--- src/rtl/ex_pkg.sv ---
// ex_pkg: shared encodings for the execute stage.
//   ALUOp / funct codes, forward-select codes, internal ALU op enum,
//   multiplier FSM states, ctrl bit positions, and the ALU-control decoder.
package ex_pkg;

    localparam int CTRL_W = 4;

    // ctrl_i / ctrl_o bit positions: {RegWrite, MemtoReg, MemWrite, MemRead}
    localparam int CTRL_REGWRITE = 3;
    localparam int CTRL_MEMTOREG = 2;
    localparam int CTRL_MEMWRITE = 1;
    localparam int CTRL_MEMREAD  = 0;

    localparam logic [1:0] ALUOP_ADD   = 2'b00;
    localparam logic [1:0] ALUOP_SUB   = 2'b01;
    localparam logic [1:0] ALUOP_RTYPE = 2'b10;
    localparam logic [1:0] ALUOP_OR    = 2'b11;

    localparam logic [5:0] FUNCT_ADD = 6'h20;
    localparam logic [5:0] FUNCT_SUB = 6'h22;
    localparam logic [5:0] FUNCT_AND = 6'h24;
    localparam logic [5:0] FUNCT_OR  = 6'h25;
    localparam logic [5:0] FUNCT_SLT = 6'h2A;
    localparam logic [5:0] FUNCT_MUL = 6'h18;

    // 2'b11 falls back to the ID/EX value, same as 2'b00
    localparam logic [1:0] FWD_IDEX = 2'b00;
    localparam logic [1:0] FWD_WB   = 2'b01;
    localparam logic [1:0] FWD_MEM  = 2'b10;

    typedef enum logic [2:0] {
        ALU_ADD, ALU_SUB, ALU_AND, ALU_OR, ALU_SLT, ALU_MUL
    } alu_op_e;

    typedef enum logic [1:0] {
        ST_IDLE, ST_BUSY, ST_DONE
    } mul_state_e;

    function automatic alu_op_e alu_decode(input logic [1:0] alu_op, input logic [5:0] funct);
        alu_op_e op;
        op = ALU_ADD;
        case (alu_op)
            ALUOP_ADD: op = ALU_ADD;
            ALUOP_SUB: op = ALU_SUB;
            ALUOP_OR:  op = ALU_OR;
            default: begin
                case (funct)
                    FUNCT_SUB: op = ALU_SUB;
                    FUNCT_AND: op = ALU_AND;
                    FUNCT_OR:  op = ALU_OR;
                    FUNCT_SLT: op = ALU_SLT;
                    FUNCT_MUL: op = ALU_MUL;
                    default:   op = ALU_ADD; // unknown funct executes as add
                endcase
            end
        endcase
        return op;
    endfunction

endpackage

--- src/rtl/ex_stage_if.sv ---
// ex_stage_if: ID/EX inputs, forwarding inputs and EX/MEM outputs of ex_stage.
//   slave  : the execute stage (consumes ID/EX, drives EX/MEM + stall_o)
//   master : the surrounding pipeline (drives ID/EX, observes EX/MEM)
interface ex_stage_if import ex_pkg::*; #(parameter int DATA_W = 32);
    logic [CTRL_W-1:0] ctrl_i;
    logic              ALUSrc_i;
    logic              RegDst_i;
    logic [1:0]        ALUOp_i;
    logic [5:0]        funct_i;
    logic [DATA_W-1:0] RSdata_i;
    logic [DATA_W-1:0] RTdata_i;
    logic [DATA_W-1:0] Sign_extend_i;
    logic [4:0]        RTaddr_i;
    logic [4:0]        RDaddr_i;
    logic [1:0]        fwdA_i;
    logic [1:0]        fwdB_i;
    logic [DATA_W-1:0] MEMfwd_i;
    logic [DATA_W-1:0] WBfwd_i;
    logic              flush_i;
    logic [CTRL_W-1:0] ctrl_o;
    logic [DATA_W-1:0] ALUresult_o;
    logic [DATA_W-1:0] WriteData_o;
    logic [4:0]        WRaddr_o;
    logic              stall_o;
    logic              overflow_o;

    modport slave (
        input  ctrl_i, ALUSrc_i, RegDst_i, ALUOp_i, funct_i, RSdata_i, RTdata_i,
               Sign_extend_i, RTaddr_i, RDaddr_i, fwdA_i, fwdB_i, MEMfwd_i, WBfwd_i, flush_i,
        output ctrl_o, ALUresult_o, WriteData_o, WRaddr_o, stall_o, overflow_o
    );

    modport master (
        output ctrl_i, ALUSrc_i, RegDst_i, ALUOp_i, funct_i, RSdata_i, RTdata_i,
               Sign_extend_i, RTaddr_i, RDaddr_i, fwdA_i, fwdB_i, MEMfwd_i, WBfwd_i, flush_i,
        input  ctrl_o, ALUresult_o, WriteData_o, WRaddr_o, stall_o, overflow_o
    );
endinterface

--- src/rtl/ex_seq_mul.sv ---
// ex_seq_mul: iterative unsigned shift-add multiplier, low DATA_W bits of a*b.
//   start_i  : begin a multiply (honoured only in IDLE, ignored when flush_i)
//   flush_i  : abort from any state, back to IDLE with accumulator cleared
//   a_i, b_i : operands, latched on start
//   busy_o   : BUSY state; done_o : DONE state (product_o valid)
// Retires MUL_BITS_PER_CYCLE multiplier bits per BUSY cycle.
module ex_seq_mul import ex_pkg::*; #(
    parameter int DATA_W             = 32,
    parameter int MUL_BITS_PER_CYCLE = 1
) (
    input  logic              clk_i,
    input  logic              rst_i,
    input  logic              start_i,
    input  logic              flush_i,
    input  logic [DATA_W-1:0] a_i,
    input  logic [DATA_W-1:0] b_i,
    output logic              busy_o,
    output logic              done_o,
    output logic [DATA_W-1:0] product_o
);
    localparam int MUL_CYCLES = DATA_W / MUL_BITS_PER_CYCLE;
    localparam int CNT_W      = $clog2(MUL_CYCLES);
    localparam logic [CNT_W-1:0] CNT_LAST = CNT_W'(MUL_CYCLES - 1);

    mul_state_e        state_q, state_d;
    logic [DATA_W-1:0] acc_q, acc_d;
    logic [DATA_W-1:0] mcand_q, mcand_d;
    logic [DATA_W-1:0] mplier_q, mplier_d;
    logic [CNT_W-1:0]  cnt_q, cnt_d;
    logic [DATA_W-1:0] part;

    // Partial product for the low MUL_BITS_PER_CYCLE multiplier bits.
    always_comb begin
        part = '0;
        for (int j = 0; j < MUL_BITS_PER_CYCLE; j++)
            if (mplier_q[j]) part = part + (mcand_q << j);
    end

    always_comb begin
        state_d  = state_q;
        acc_d    = acc_q;
        mcand_d  = mcand_q;
        mplier_d = mplier_q;
        cnt_d    = cnt_q;
        case (state_q)
            ST_IDLE: if (start_i) begin
                mcand_d  = a_i;
                mplier_d = b_i;
                acc_d    = '0;
                cnt_d    = '0;
                state_d  = ST_BUSY;
            end
            ST_BUSY: begin
                acc_d    = acc_q + part;
                mcand_d  = mcand_q << MUL_BITS_PER_CYCLE;
                mplier_d = mplier_q >> MUL_BITS_PER_CYCLE;
                cnt_d    = cnt_q + CNT_W'(1);
                if (cnt_q == CNT_LAST) state_d = ST_DONE;
            end
            default: state_d = ST_IDLE;
        endcase
        if (flush_i) begin
            state_d = ST_IDLE;
            acc_d   = '0;
        end
    end

    always_ff @(posedge clk_i or negedge rst_i) begin
        if (!rst_i) begin
            state_q  <= ST_IDLE;
            acc_q    <= '0;
            mcand_q  <= '0;
            mplier_q <= '0;
            cnt_q    <= '0;
        end else begin
            state_q  <= state_d;
            acc_q    <= acc_d;
            mcand_q  <= mcand_d;
            mplier_q <= mplier_d;
            cnt_q    <= cnt_d;
        end
    end

    assign busy_o    = (state_q == ST_BUSY);
    assign done_o    = (state_q == ST_DONE);
    assign product_o = acc_q;
endmodule

--- src/rtl/ex_stage.sv ---
// ex_stage: execute stage. Forwarding muxes, ALU control, ALU, iterative
// multiplier, and the EX/MEM pipeline register.
//   clk_i, rst_i : clock, async active-low reset
//   bus (slave)  : ID/EX fields, forwarding data, flush_i in;
//                  ctrl_o/ALUresult_o/WriteData_o/WRaddr_o/overflow_o/stall_o out
// Optional build macro EX_OVERFLOW_TRAP_EN: signed add/sub overflow sets
// overflow_o and clears RegWrite for that entry; otherwise overflow_o is 0.
module ex_stage import ex_pkg::*; #(
    parameter int DATA_W             = 32,
    parameter int MUL_BITS_PER_CYCLE = 1
) (
    input  logic clk_i,
    input  logic rst_i,
    ex_stage_if.slave bus
);
    logic [DATA_W-1:0] op_a, b_fwd, op_b, alu_res, product;
    logic [4:0]        wr_sel;
    alu_op_e           alu_op;
    logic              mul_dec, mul_busy, mul_done, mul_idle, alu_ovf;

    logic [CTRL_W-1:0] ctrl_q, ctrl_d, mul_ctrl_q, mul_ctrl_d;
    logic [DATA_W-1:0] alu_q, alu_d, wd_q, wd_d;
    logic [4:0]        wr_q, wr_d, mul_wr_q, mul_wr_d;
    logic              ovf_q, ovf_d;

    always_comb begin
        case (bus.fwdA_i)
            FWD_MEM: op_a = bus.MEMfwd_i;
            FWD_WB:  op_a = bus.WBfwd_i;
            default: op_a = bus.RSdata_i;
        endcase
        case (bus.fwdB_i)
            FWD_MEM: b_fwd = bus.MEMfwd_i;
            FWD_WB:  b_fwd = bus.WBfwd_i;
            default: b_fwd = bus.RTdata_i;
        endcase
        op_b   = bus.ALUSrc_i ? bus.Sign_extend_i : b_fwd;
        wr_sel = bus.RegDst_i ? bus.RDaddr_i : bus.RTaddr_i;
        alu_op = alu_decode(bus.ALUOp_i, bus.funct_i);
        mul_dec = (alu_op == ALU_MUL);
    end

    always_comb begin
        case (alu_op)
            ALU_SUB: alu_res = op_a - op_b;
            ALU_AND: alu_res = op_a & op_b;
            ALU_OR:  alu_res = op_a | op_b;
            ALU_SLT: alu_res = {{(DATA_W-1){1'b0}}, ($signed(op_a) < $signed(op_b))};
            default: alu_res = op_a + op_b; // ALU_MUL result comes from the multiplier
        endcase
    end

`ifdef EX_OVERFLOW_TRAP_EN
    logic ovf_chk;
    always_comb begin
        // Only explicit add/sub encodings trap; the unknown-funct add does not.
        ovf_chk = (bus.ALUOp_i == ALUOP_ADD) || (bus.ALUOp_i == ALUOP_SUB) ||
                  ((bus.ALUOp_i == ALUOP_RTYPE) &&
                   ((bus.funct_i == FUNCT_ADD) || (bus.funct_i == FUNCT_SUB)));
        if (alu_op == ALU_SUB)
            alu_ovf = ovf_chk && (op_a[DATA_W-1] != op_b[DATA_W-1]) &&
                      (alu_res[DATA_W-1] != op_a[DATA_W-1]);
        else
            alu_ovf = ovf_chk && (op_a[DATA_W-1] == op_b[DATA_W-1]) &&
                      (alu_res[DATA_W-1] != op_a[DATA_W-1]);
    end
`else
    always_comb alu_ovf = 1'b0;
`endif

    ex_seq_mul #(.DATA_W(DATA_W), .MUL_BITS_PER_CYCLE(MUL_BITS_PER_CYCLE)) u_mul (
        .clk_i     (clk_i),
        .rst_i     (rst_i),
        .start_i   (mul_dec),
        .flush_i   (bus.flush_i),
        .a_i       (op_a),
        .b_i       (op_b),
        .busy_o    (mul_busy),
        .done_o    (mul_done),
        .product_o (product)
    );
    assign mul_idle = !mul_busy && !mul_done;

    always_comb begin
        ctrl_d     = ctrl_q;
        alu_d      = alu_q;
        wd_d       = wd_q;
        wr_d       = wr_q;
        ovf_d      = ovf_q;
        mul_ctrl_d = mul_ctrl_q;
        mul_wr_d   = mul_wr_q;
        if (bus.flush_i) begin
            ctrl_d = '0;
            ovf_d  = 1'b0;
        end else if (mul_done) begin
            // ID/EX still shows the mul here; it is consumed, not restarted.
            ctrl_d = mul_ctrl_q;
            alu_d  = product;
            wr_d   = mul_wr_q;
            ovf_d  = 1'b0;
        end else if (mul_busy || mul_dec) begin
            ctrl_d = '0;
            ovf_d  = 1'b0;
            if (mul_idle) begin
                mul_ctrl_d = bus.ctrl_i;
                mul_wr_d   = wr_sel;
            end
        end else begin
            ctrl_d = bus.ctrl_i;
            if (alu_ovf) ctrl_d[CTRL_REGWRITE] = 1'b0;
            alu_d  = alu_res;
            wd_d   = b_fwd;
            wr_d   = wr_sel;
            ovf_d  = alu_ovf;
        end
    end

    always_ff @(posedge clk_i or negedge rst_i) begin
        if (!rst_i) begin
            ctrl_q     <= '0;
            alu_q      <= '0;
            wd_q       <= '0;
            wr_q       <= '0;
            ovf_q      <= 1'b0;
            mul_ctrl_q <= '0;
            mul_wr_q   <= '0;
        end else begin
            ctrl_q     <= ctrl_d;
            alu_q      <= alu_d;
            wd_q       <= wd_d;
            wr_q       <= wr_d;
            ovf_q      <= ovf_d;
            mul_ctrl_q <= mul_ctrl_d;
            mul_wr_q   <= mul_wr_d;
        end
    end

    // Gated by reset so every output reads 0 while rst_i is low.
    assign bus.stall_o     = rst_i && !bus.flush_i && (mul_busy || (mul_idle && mul_dec));
    assign bus.ctrl_o      = ctrl_q;
    assign bus.ALUresult_o = alu_q;
    assign bus.WriteData_o = wd_q;
    assign bus.WRaddr_o    = wr_q;
    assign bus.overflow_o  = ovf_q;
endmodule

--- src/flat_wrapper.sv ---
// flat-port wrapper written by rule: the top's interface ports become plain ports
module ex_stage_flat import ex_pkg::*;
#(
    parameter int DATA_W             = 32,
    parameter int MUL_BITS_PER_CYCLE = 1
)
  (clk_i, rst_i, bus_ctrl_i, bus_ALUSrc_i, bus_RegDst_i, bus_ALUOp_i, bus_funct_i, bus_RSdata_i, bus_RTdata_i, bus_Sign_extend_i, bus_RTaddr_i, bus_RDaddr_i, bus_fwdA_i, bus_fwdB_i, bus_MEMfwd_i, bus_WBfwd_i, bus_flush_i, bus_ctrl_o, bus_ALUresult_o, bus_WriteData_o, bus_WRaddr_o, bus_stall_o, bus_overflow_o);
  ex_stage_if #(.DATA_W(DATA_W)) bus_i ();
  input  logic clk_i;
  input  logic rst_i;
  input wire logic [$bits(bus_i.ctrl_i)-1:0] bus_ctrl_i;
  input wire logic [$bits(bus_i.ALUSrc_i)-1:0] bus_ALUSrc_i;
  input wire logic [$bits(bus_i.RegDst_i)-1:0] bus_RegDst_i;
  input wire logic [$bits(bus_i.ALUOp_i)-1:0] bus_ALUOp_i;
  input wire logic [$bits(bus_i.funct_i)-1:0] bus_funct_i;
  input wire logic [$bits(bus_i.RSdata_i)-1:0] bus_RSdata_i;
  input wire logic [$bits(bus_i.RTdata_i)-1:0] bus_RTdata_i;
  input wire logic [$bits(bus_i.Sign_extend_i)-1:0] bus_Sign_extend_i;
  input wire logic [$bits(bus_i.RTaddr_i)-1:0] bus_RTaddr_i;
  input wire logic [$bits(bus_i.RDaddr_i)-1:0] bus_RDaddr_i;
  input wire logic [$bits(bus_i.fwdA_i)-1:0] bus_fwdA_i;
  input wire logic [$bits(bus_i.fwdB_i)-1:0] bus_fwdB_i;
  input wire logic [$bits(bus_i.MEMfwd_i)-1:0] bus_MEMfwd_i;
  input wire logic [$bits(bus_i.WBfwd_i)-1:0] bus_WBfwd_i;
  input wire logic [$bits(bus_i.flush_i)-1:0] bus_flush_i;
  output wire logic [$bits(bus_i.ctrl_o)-1:0] bus_ctrl_o;
  output wire logic [$bits(bus_i.ALUresult_o)-1:0] bus_ALUresult_o;
  output wire logic [$bits(bus_i.WriteData_o)-1:0] bus_WriteData_o;
  output wire logic [$bits(bus_i.WRaddr_o)-1:0] bus_WRaddr_o;
  output wire logic [$bits(bus_i.stall_o)-1:0] bus_stall_o;
  output wire logic [$bits(bus_i.overflow_o)-1:0] bus_overflow_o;
  assign bus_i.ctrl_i = bus_ctrl_i;
  assign bus_i.ALUSrc_i = bus_ALUSrc_i;
  assign bus_i.RegDst_i = bus_RegDst_i;
  assign bus_i.ALUOp_i = bus_ALUOp_i;
  assign bus_i.funct_i = bus_funct_i;
  assign bus_i.RSdata_i = bus_RSdata_i;
  assign bus_i.RTdata_i = bus_RTdata_i;
  assign bus_i.Sign_extend_i = bus_Sign_extend_i;
  assign bus_i.RTaddr_i = bus_RTaddr_i;
  assign bus_i.RDaddr_i = bus_RDaddr_i;
  assign bus_i.fwdA_i = bus_fwdA_i;
  assign bus_i.fwdB_i = bus_fwdB_i;
  assign bus_i.MEMfwd_i = bus_MEMfwd_i;
  assign bus_i.WBfwd_i = bus_WBfwd_i;
  assign bus_i.flush_i = bus_flush_i;
  assign bus_ctrl_o = bus_i.ctrl_o;
  assign bus_ALUresult_o = bus_i.ALUresult_o;
  assign bus_WriteData_o = bus_i.WriteData_o;
  assign bus_WRaddr_o = bus_i.WRaddr_o;
  assign bus_stall_o = bus_i.stall_o;
  assign bus_overflow_o = bus_i.overflow_o;
  ex_stage #(.DATA_W(DATA_W), .MUL_BITS_PER_CYCLE(MUL_BITS_PER_CYCLE)) u_core (.clk_i(clk_i), .rst_i(rst_i), .bus(bus_i));
endmodule
--- config.mk ---
export PLATFORM = sky130hd
export DESIGN_NAME = ex_stage_flat
export DESIGN_NICKNAME = d
export VERILOG_FILES = /design/src/rtl/ex_pkg.sv /design/src/rtl/ex_stage_if.sv /design/src/rtl/ex_seq_mul.sv /design/src/rtl/ex_stage.sv /design/src/flat_wrapper.sv
export SDC_FILE = /design/constraint.sdc
export NUM_CORES = 1
export LEC_CHECK = 0
export CORE_AREA = 5 5 127 249
export DETAILED_ROUTE_END_ITERATION = 16
export DIE_AREA = 0 0 132 254
export PLACE_DENSITY = 0.84
export SLEW_MARGIN = 20
export SYNTH_ARGS = -nofsm -noshare
export SYNTH_HDL_FRONTEND = slang
export SYNTH_SLANG_ARGS = --single-unit
--- constraint.sdc ---
create_clock -name clk_i -period 6.11 [get_ports clk_i]
set_input_delay 1.222 -clock clk_i [delete_from_list [all_inputs] [get_ports clk_i]]
set_output_delay 1.222 -clock clk_i [all_outputs]
set_load 0.02 [all_outputs]
==> reports/qor.yml <==
outcome: "finished clean"
dp_cells: 2582
synth_edf_count: 0
netlist_area_um2: 15870
switching_share_pct: 42.36
cp_max_fo: 19
antenna_cells: 0
grt_use_total_pct: 34.56
start_util_pct: 53.78
overflow: 0
fin_total_pwr_mw: 5.336
share_seq_of_total_power_pct: 33.2
leakage_nw: 9.069
p_int_mw: 3.076
irDropWorstVdd_v: 0.0002320
ctsResizeCount: 0
p_comb_share_pct: 45.6
synth_top_area_share_pct: 29.17
gp_congestion: 0.9995
syn_avg_cell_area_um2: 7.896
power_density_nw_per_um2: 271.2
grt_max_degree: 71
clkPwrFrac_pct: 21.2
clock_tree.root_cell: "clkbuf_16"
critical_path_arrival_ns: 5.92
die_w_um: 132
hold_path.class: "reg -> reg"
cts_sinks: 185
clkTransAtPathRegs_ns: 0.07
clk_path_buf_depth: 2
first_pass_iters: 6
die_area_um2: 33530
yosysUniqueCellTypes: 93
wirelength_mm: 59.69
drive_above_1_share_pct: 6.978
crit_required_ns: 6.51
grt_pass1_vias: 16920
synth_flop_cell: "dfrtp_1"
die-height_um: 254
gr-usage-met1_pct: 39.58
syn2layout_area_growth_pct: 23.99
multi_input_area_um2: 10390
final_cells: 2614
vias: 16650
drc: 0
numCtsBuffers: 17
drv_slew: 0
rows: 89
hpwl_mm: 47.37
cap_violations: 0
synth_common_cells: "257 x o21ai_0, 220 x nand2_1, 201 x a21oi_1, 185 x dfrtp_1, 147 x nor2_1"
clock_latency_ns: 0.47
nNetsFinal: 2566
fin_skew_ns: 0.01089
cts_tree: "done"
grtUsageMet2_pct: 61.12
power.switching_mw: 2.260
routedWlPerCell_um: 22.83
synth.yosys.seq_area_share_pct: 29.17
postCtsSetupBuffers: 0
cp-start-kind: "input port"
yosysMostFrequentCell: "o21ai_0"
synth_area_leaders: "dfrtp_1 29%, ha_1 11%, o21ai_0 8.1%"
setup_viol_count_final: 0
async_reset_ff_share_pct: 100.0
port_buffers: 264
syn-num-nets: 2339
core_um2: 29510
antenna_found_initial: 0
ys.warnings.count: 0
critPathCaptureType: "register"
fmax_mhz: 180.9
cts_max_level: 4
tightest_slew_ns: 0.9922
rsz0062_at_grt: "no"
hold_buffers: 0
fillers: 2534
synthCells: 2010
postRouteAntennaNets: 0
finalHoldViolCount: 0
use_met3_pct: 4.873
top_usage_layer: "met2"
grt_pass1_wl_mm: 91.85
via_per_inst: 6.371
path_class: "in -> reg"
ys_ff_latch: 185
fin_crit_ns: 5.527
finalCritPeriodShare_pct: 90.46
ioPinCount: 266
drt_iter0_markers: 1402
yosysTopAreaCell: "dfrtp_1"
tns_ns: 0
ff_latch_area_um2: 4629
relSlewSlack_pct: 33.71
==> through the flow <==
| step | hold WS, ns | util (%) | worst slack [ns] | cell area, um^2 |
|---|---|---|---|---|
| final | 0.4841 | 66.69 | 0.5831 | 19680 |
| after detailed placement | 0.4710 | 64.69 | 0.1886 | 19090 |
| after global routing | 0.5084 | 66.69 | 0.2580 | 19680 |
| after CTS | 0.4880 | 66.69 | 0.6693 | 19680 |
| after floorplan | 0.4492 | - | 1.127 | 15870 |
| after global placement | 0.4615 | 64.69 | 0.2129 | 19090 |
==> final timing paths <==
path	startpoint	endpoint	slack, ns	cells past startpoint
worst max-delay path	bus_fwdB_i[0]	u_core.bus.ALUresult_o[31]	0.58	20
worst min-delay path	u_core.mul_wr_q[2]	u_core.mul_wr_q[2]	0.48	2
worst max register to register	u_core.u_mul.mplier_q[0]	u_core.u_mul.product_o[30]	1.63	13
worst min register to register	u_core.mul_wr_q[2]	u_core.mul_wr_q[2]	0.48	2
max in group asynchronous	rst_i	u_core.bus.ALUresult_o[19]	3.97	2
min in group asynchronous	rst_i	u_core.bus.ALUresult_o[4]	0.76	1
==> routing by layer <==
layer	vias up	share of wire [%]
met5	-	0
met4	0	5.9
met3	206	6.7
met2	795	50
met1	7900	37
li1	7752	-
==> flip-flops by register name, summed over array words and instances, names as in the netlist, 4 cells and up <==
register,cells
u_core.bus.ALUresult_o,32
u_core.bus.WriteData_o,32
u_core.u_mul.mcand_q,32
u_core.u_mul.mplier_q,32
u_core.u_mul.product_o,32
u_core.bus.WRaddr_o,5
u_core.mul_wr_q,5
u_core.u_mul.cnt_q,5
u_core.bus.ctrl_o,4
u_core.mul_ctrl_q,4
==> power groups by stage <==
| stage | clock network (mW) | registers [mW] | logic (mW) |
|---|---|---|---|
| floorplan | 0 | 1.81 | 1.39 |
| global placement | 0 | 1.78 | 2.36 |
| detailed placement | 0 | 1.79 | 2.39 |
| CTS | 1.14 | 1.77 | 2.41 |
| global route | 1.20 | 1.80 | 2.64 |
| finish | 1.13 | 1.77 | 2.43 |
==> critical path, cell delays in order <==
cell,delay (ns)
clkdlybuf4s50_1,0.49
ha_1,0.45
buf_4,0.34
a22oi_1,0.11
nor2_1,0.10
a21oi_1,0.06
o21ai_0,0.18
buf_4,0.19
inv_1,0.07
ha_1,0.29
nor2b_1,0.17
o221ai_1,0.18
a211oi_1,0.49
o21ai_2,0.19
o211ai_1,0.35
a21oi_1,0.15
o21ai_0,0.40
and3_1,0.24
o21ai_0,0.09
a21oi_1,0.15
==> final cells by class <==
class	count	share of cell area [%]
tap	364	2.314
multi-input combinational	1586	52.77
sequential	185	23.52
inverter	109	2.079
clock inverter	14	0.7693
clock buffer	18	2.232
timing repair buffer	338	16.31
==> cell families after synthesis <==
logic type,after synthesis,synth area share (%)
xor+xnor,41,2.263
simple gates,544,15.65
fa+ha+maj,138,11.02
mux,44,2.814
flops,185,29.17
buf+inv,239,5.802
other cells,1,0.02363
compound gates,818,33.26
==> placed cells by master, fill, tap and decap left out, types with 7 or more instances in the layout <==
cell type / n
nor3_1: 22
xor2_1: 9
nor2_1: 146
nor2b_1: 22
mux2i_1: 39
clkbuf_16: 17
nand3_1: 17
and3_1: 14
o21bai_1: 17
o211ai_1: 9
o221ai_1: 8
nand2_1: 219
clkdlybuf4s50_1: 262
a211oi_1: 21
a221oi_1: 11
dfrtp_1: 185
o21ai_0: 257
or3_1: 8
o31ai_1: 10
xnor2_1: 30
a21oi_1: 200
ha_1: 133
a21o_1: 28
a22oi_1: 37
and2_1: 38
inv_1: 106
nand2b_1: 16
or2_2: 7
a221o_1: 34
o22ai_1: 38
o21a_1: 10
buf_4: 73
a22o_1: 36
a31oi_1: 23
Power figures use the tool's default switching activity.
